## config.mk

```make
export PLATFORM = sky130hd
export DESIGN_NAME = cache_request_sequencer
export DESIGN_NICKNAME = d
export VERILOG_FILES = /design/src/rtl/cache_request_sequencer.sv
export SDC_FILE = /design/constraint.sdc
export NUM_CORES = 2
export LEC_CHECK = 0
export CAP_MARGIN = 10
export CORE_MARGIN = 8
export CORE_UTILIZATION = 38
export DETAILED_ROUTE_END_ITERATION = 8
export SLEW_MARGIN = 20
export SYNTH_ARGS = -nofsm -noshare
export SYNTH_HDL_FRONTEND = slang
export SYNTH_SLANG_ARGS = --single-unit
```

## constraint.sdc

```tcl
create_clock -name clk -period 13.16 [get_ports clk]
set_clock_uncertainty 0.15 [all_clocks]
set_input_delay 2.632 -clock clk [delete_from_list [all_inputs] [get_ports clk]]
set_output_delay 2.632 -clock clk [all_outputs]
set_load 0.01 [all_outputs]
```

## src/rtl/cache_request_sequencer.sv

```systemverilog
`default_nettype none
// ============================================================================
// Module   : cache_request_sequencer
// Brief    : Replays a programmable read/write trace into the L1 cache one
//            request at a time, checks read data, counts hits/misses/mismatches.
// Revision : 1.0 - initial release
// ============================================================================
module cache_request_sequencer #(
    parameter int ADDRESS_WIDTH  = 32,
    parameter int DATA_WIDTH     = 32,
    parameter int TRACE_DEPTH    = 16,
    parameter int TIMEOUT_CYCLES = 255,
    localparam int IDX_W = (TRACE_DEPTH > 1) ? $clog2(TRACE_DEPTH) : 1
) (
    input  logic                     clk,
    input  logic                     reset,
    input  logic                     trace_wr_en,
    input  logic [IDX_W-1:0]         trace_wr_idx,
    input  logic                     trace_wr_op,
    input  logic                     trace_wr_chk,
    input  logic [ADDRESS_WIDTH-1:0] trace_wr_addr,
    input  logic [DATA_WIDTH-1:0]    trace_wr_data,
    input  logic [7:0]               trace_length,
    input  logic                     start,
    output logic                     cache_read_request,
    output logic                     cache_write_request,
    output logic [ADDRESS_WIDTH-1:0] cache_L1_memory_address,
    output logic [DATA_WIDTH-1:0]    cache_write_data,
    input  logic                     L1_cache_ready,
    input  logic                     L1_cache_hit,
    input  logic                     L1_cache_miss,
    input  logic [DATA_WIDTH-1:0]    cache_read_data,
    output logic                     busy,
    output logic                     done,
    output logic                     timeout_error,
    output logic [7:0]               hit_count,
    output logic [7:0]               miss_count,
    output logic [7:0]               mismatch_count,
    output logic [DATA_WIDTH-1:0]    last_read_data
);

    typedef enum logic [2:0] {
        ST_IDLE  = 3'd0,
        ST_REQ   = 3'd1,
        ST_GAP   = 3'd2,
        ST_DONE  = 3'd3,
        ST_ERROR = 3'd4
    } state_t;

    localparam int                WAIT_W      = (TIMEOUT_CYCLES > 1) ? $clog2(TIMEOUT_CYCLES + 1) : 1;
    localparam logic [WAIT_W-1:0] C_WAIT_LAST = WAIT_W'(TIMEOUT_CYCLES - 1);
    localparam logic [7:0]        C_DEPTH     = 8'(TRACE_DEPTH);

    state_t              r_state;
    logic [7:0]          r_idx;
    logic [7:0]          r_len;
    logic [WAIT_W-1:0]   r_wait;

    logic                     r_trace_op   [TRACE_DEPTH];
    logic                     r_trace_chk  [TRACE_DEPTH];
    logic [ADDRESS_WIDTH-1:0] r_trace_addr [TRACE_DEPTH];
    logic [DATA_WIDTH-1:0]    r_trace_data [TRACE_DEPTH];

    logic                     w_can_cfg;
    logic                     w_wr;
    logic                     w_fwd0;
    logic [7:0]               w_len;
    logic [7:0]               w_idx_inc;
    logic                     w_last_entry;
    logic                     w_cur_chk;
    logic [DATA_WIDTH-1:0]    w_cur_exp;
    logic                     w_ld_op;
    logic [ADDRESS_WIDTH-1:0] w_ld_addr;
    logic [DATA_WIDTH-1:0]    w_ld_data;

    assign w_can_cfg    = (r_state == ST_IDLE) || (r_state == ST_DONE) || (r_state == ST_ERROR);
    assign w_wr         = trace_wr_en && w_can_cfg && (32'(trace_wr_idx) < TRACE_DEPTH);
    assign w_fwd0       = w_wr && (trace_wr_idx == '0);
    assign w_len        = (32'(trace_length) > TRACE_DEPTH) ? C_DEPTH : trace_length;
    assign w_idx_inc    = r_idx + 8'd1;
    assign w_last_entry = (r_idx == (r_len - 8'd1));
    assign w_cur_chk    = r_trace_chk[r_idx[IDX_W-1:0]];
    assign w_cur_exp    = r_trace_data[r_idx[IDX_W-1:0]];

    // Trace storage is deliberately not reset; software reloads it after reset.
    always_ff @(posedge clk) begin
        if (w_wr) begin
            r_trace_op[trace_wr_idx]   <= trace_wr_op;
            r_trace_chk[trace_wr_idx]  <= trace_wr_chk;
            r_trace_addr[trace_wr_idx] <= trace_wr_addr;
            r_trace_data[trace_wr_idx] <= trace_wr_data;
        end
    end

    // Entry to launch: the next entry from GAP, else entry 0 on start with a
    // same-cycle write to entry 0 forwarded so replay sees post-write contents.
    always_comb begin
        w_ld_op   = r_trace_op[w_idx_inc[IDX_W-1:0]];
        w_ld_addr = r_trace_addr[w_idx_inc[IDX_W-1:0]];
        w_ld_data = r_trace_data[w_idx_inc[IDX_W-1:0]];
        if (r_state != ST_GAP) begin
            if (w_fwd0) begin
                w_ld_op   = trace_wr_op;
                w_ld_addr = trace_wr_addr;
                w_ld_data = trace_wr_data;
            end else begin
                w_ld_op   = r_trace_op[0];
                w_ld_addr = r_trace_addr[0];
                w_ld_data = r_trace_data[0];
            end
        end
    end

    always_ff @(posedge clk or negedge reset) begin
        if (!reset) begin
            r_state                 <= ST_IDLE;
            r_idx                   <= '0;
            r_len                   <= '0;
            r_wait                  <= '0;
            cache_read_request      <= 1'b0;
            cache_write_request     <= 1'b0;
            cache_L1_memory_address <= '0;
            cache_write_data        <= '0;
            busy                    <= 1'b0;
            done                    <= 1'b0;
            timeout_error           <= 1'b0;
            hit_count               <= '0;
            miss_count              <= '0;
            mismatch_count          <= '0;
            last_read_data          <= '0;
        end else begin
            case (r_state)
                ST_IDLE, ST_DONE, ST_ERROR: begin
                    if (start) begin
                        hit_count      <= '0;
                        miss_count     <= '0;
                        mismatch_count <= '0;
                        timeout_error  <= 1'b0;
                        r_idx          <= '0;
                        r_wait         <= '0;
                        r_len          <= w_len;
                        if (w_len == 8'd0) begin
                            r_state <= ST_DONE;
                            done    <= 1'b1;
                        end else begin
                            r_state                 <= ST_REQ;
                            done                    <= 1'b0;
                            busy                    <= 1'b1;
                            cache_read_request      <= ~w_ld_op;
                            cache_write_request     <= w_ld_op;
                            cache_L1_memory_address <= w_ld_addr;
                            if (w_ld_op) begin
                                cache_write_data <= w_ld_data;
                            end
                        end
                    end
                end

                ST_REQ: begin
                    if (L1_cache_ready) begin
                        if (L1_cache_hit) begin
                            if (hit_count != 8'hFF) hit_count <= hit_count + 8'd1;
                        end else if (L1_cache_miss) begin
                            if (miss_count != 8'hFF) miss_count <= miss_count + 8'd1;
                        end
                        if (cache_read_request) begin
                            last_read_data <= cache_read_data;
                            if (w_cur_chk && (cache_read_data != w_cur_exp) && (mismatch_count != 8'hFF)) begin
                                mismatch_count <= mismatch_count + 8'd1;
                            end
                        end
                        cache_read_request  <= 1'b0;
                        cache_write_request <= 1'b0;
                        if (w_last_entry) begin
                            r_state <= ST_DONE;
                            done    <= 1'b1;
                            busy    <= 1'b0;
                        end else begin
                            r_state <= ST_GAP;
                        end
                    end else if (r_wait == C_WAIT_LAST) begin
                        r_state             <= ST_ERROR;
                        cache_read_request  <= 1'b0;
                        cache_write_request <= 1'b0;
                        timeout_error       <= 1'b1;
                        busy                <= 1'b0;
                    end else begin
                        r_wait <= r_wait + 1'b1;
                    end
                end

                ST_GAP: begin
                    r_idx                   <= w_idx_inc;
                    r_wait                  <= '0;
                    r_state                 <= ST_REQ;
                    cache_read_request      <= ~w_ld_op;
                    cache_write_request     <= w_ld_op;
                    cache_L1_memory_address <= w_ld_addr;
                    if (w_ld_op) begin
                        cache_write_data <= w_ld_data;
                    end
                end

                default: r_state <= ST_IDLE;
            endcase
        end
    end

endmodule
`default_nettype wire
```

==> impl_metrics.py <==
metrics = {
    "setup_path": {
        "reg2reg_from": "r_idx[1]",
        "cp.required_ns": 13.66,
        "reg2reg_slack_ns": 7.27,
        "reg2reg_to": "cache_write_data[2]",
        "crit_path_end": "cache_write_data[22]",
        "startpoint_type": "input port",
        "startpoint": "trace_wr_idx[1]",
        "worstPathArrival_ns": 6.67,
        "cp_max_fo": 59,
        "ff2ff_path_depth": 8,
        "worstSetupEndpointType": "flip-flop",
        "crit_type": "in2reg",
    },
    "floorplanning": {
        "die_y_um": 388,
        "initial_core_util_pct": 38.3,
        "ios": 242,
        "die_x_um": 388,
        "core.rowCount": 136,
        "core_area_sq_um": 138000,
        "die_area_sq_um": 151000,
    },
    "finish": {
        "fin_nets": 3337,
        "syn_to_final_growth_pct": 17.0,
        "layout_commonest_cell": "edfxtp_1",
        "layout-drive-gt1-share_pct": 23.3,
        "layout_common_cells": "edfxtp_1 (1,056), mux4_2 (425), nand2_1 (280)",
    },
    "timing": {
        "slew_headroom_pct": 26.4,
        "rsz0062_at_grt": "no",
        "setup_viol": 0,
        "max_freq_mhz": 162,
        "fin_crit_ns": 6.17,
        "fin_crit_sh_pct": 46.9,
        "layout_setup_ws_ns": 6.99,
        "worst_slew_pin_slew_ns": 1.09,
        "slew_viol_final": 0,
        "fin_tns_setup_ns": 0,
        "hold_viol_final": 0,
    },
    "cts": {
        "clkSinkCount": 1208,
        "postCtsHoldBufs": 0,
        "cts-root-buf": "clkbuf_16",
        "clock_latency_ns": 0.75,
        "htree_num_levels": 4,
        "clk_pin_slew_ns": 0.06,
        "post-cts-setup-buffers": 0,
        "cts_tree": "built",
        "cts_resized": 0,
        "cts_max_path_buffers": 3,
        "cts_buffers": 134,
    },
    "yosys": {
        "synthesis.area_sq_um": 52700,
        "synth.top_cell.area_share_pct": 60.2,
        "syn_area_per_cell_sq_um": 17.9,
        "synth_cell_types": 79,
        "synthesis.nets": 3076,
        "synth_edf_count": 1056,
        "seq_area_frac_synth_pct": 67.4,
        "synth_largest_area_cell": "edfxtp_1",
        "async_reset_ff_share_pct": 12.6,
        "yosysWarnings": 0,
        "synthTopCellsByArea": "edfxtp_1 (60%), mux4_2 (18%), dfrtp_1 (7.2%)",
        "ys_ff_latch": 1208,
        "synth_ff_type": "edfxtp_1",
        "syn_inst": 2952,
    },
    "place": {
        "pre_cts_ws_ns": 6.15,
        "place_congestion": 0.905,
        "portBuffers": 241,
        "hpwl_um": 90500,
    },
    "detailed_routing": {
        "ant_nets": 0,
        "vias": 30643,
        "first_pass_iters": 5,
        "drc": 0,
        "drt_iter0_markers": 3218,
        "vias_per_cell": 5.97,
        "drt-wirelength-per-cell_um": 30.5,
        "wl_um": 157000,
    },
    "pwr": {
        "finalPower_mw": 12.0,
        "p_leak_nw": 19.8,
        "peakVddDrop_mv": 0.159,
        "p_per_area_nw_per_um2": 194,
    },
    "global_route": {
        "grt_pass1_wl_um": 224000,
        "grt_remaining_overflow": 0,
        "antenna_found_initial": 11,
        "grt_pass1_vias": 30792,
        "grt_max_degree": 142,
        "grt_usage_pct": 20.2,
    },
    "outcome": {
        "status": "completed",
    },
    "worst_hold_path": {
        "holdCritPathClass": "reg2reg",
        "hp-start": "last_read_data[7]",
    },
    "flow_run": {
        "maxCapViolCount": 0,
    },
}
[through the flow]
step	util, %	area, sq um	hold slack, ns	instances
2_1_floorplan	-	52700	0.325	2952
3_3_place_gp	41.6	57200	0.313	4871
3_5_place_dp	41.6	57200	0.321	4871
4_1_cts	44.8	61700	0.334	5121
5_1_grt	44.8	61700	0.357	5121
6_report	44.8	61700	0.328	5129
[worst min path at each step]
stage          slack (ns)                 end  depth (start not counted)
2_1_floorplan        0.32            r_len[7]                          1
3_3_place_gp         0.31  last_read_data[29]                          2
3_5_place_dp         0.32  last_read_data[12]                          2
4_1_cts              0.33                busy                          1
5_1_grt              0.36  last_read_data[30]                          2
6_report             0.33   last_read_data[7]                          2
[kinds of logic (layout without fill, tap and decap cells)]
logic type      Yosys count  in the layout  synth area share, %
buf+inv                 217            592                 1.94
mux                     550            550                 20.6
xor+xnor                 35             35                0.582
other cells               0              8                    0
fa+ha+maj                 7              7                0.166
flops                  1208           1208                 67.4
compound gates          374            374                 4.51
simple gates            561            561                 4.82
[critical path: stages]
cell,delay (ns)
clkdlybuf4s50_1,0.45
inv_1,0.09
o2111ai_1,0.40
or3_4,0.74
inv_6,0.53
buf_4,0.65
buf_4,0.61
nand2_1,0.11
a21oi_1,0.15
a21oi_1,0.06
o21ai_0,0.19
[flip-flops by register name, indices dropped and copies added, names as in the netlist]
name and count:
timeout_error 1, r_len 8, cache_L1_memory_address 32, busy 1
cache_write_data 32, hit_count 8, last_read_data 32, r_trace_data 512
done 1, r_state 3, cache_read_request 1, miss_count 8
cache_write_request 1, r_idx 8, mismatch_count 8, r_trace_addr 512
r_wait 8, r_trace_chk 16, r_trace_op 16
[metal layers]
metal  vias to the layer above  GRT usage, %  wire [um]
met3                       298          4.20      11700
met1                     16297          27.4      64700
met4                         6          7.33       5530
li1                      12642             -          -
met2                      1400          32.4      74600
met5                         -             0         34
[report_power, final]
part	internal, mW	switching [mW]	total, mW
Clock	2.22	1.54	3.76
Sequential	4.43	0.241	4.67
Combinational	1.68	1.85	3.53
Total	8.33	3.63	12.0
[synthesized netlist by cell type, types with 6 or more instances]
cell type  instances
edfxtp_1        1056
mux4_2           425
nand2_1          280
dfrtp_1          152
o21ai_0          149
clkbuf_1          95
mux2i_1           94
a21oi_1           82
nand3_1           76
nor2_1            75
buf_2             37
buf_1             32
mux2_2            31
inv_1             26
nor3_1            22
nand4_1           20
xor2_1            20
o22ai_1           16
a22oi_1           15
xnor2_1           15
nor4_1            13
buf_6             12
a31oi_1           10
and3_1            10
nand2b_1           9
nor2b_1            9
o211ai_1           9
or2_2              9
buf_4              8
or3_1              8
a22o_1             7
and2_1             7
ha_1               7
o2111ai_1          7
o221ai_1           6
[cell type report]
| cell class | instances | area [sq um] |
|---|---|---|
| Clock inverter | 66 | 652 |
| Clock buffer | 184 | 3780 |
| Antenna cell | 8 | 20.0 |
| Sequential cell | 1208 | 35500 |
| Inverter | 30 | 118 |
| Tap cell | 1794 | 2240 |
| Multi-Input combinational cell | 1527 | 16300 |
| Timing Repair Buffer | 312 | 2990 |
| Fill cell | 11782 | 76000 |
Power figures use the tool's default switching activity.
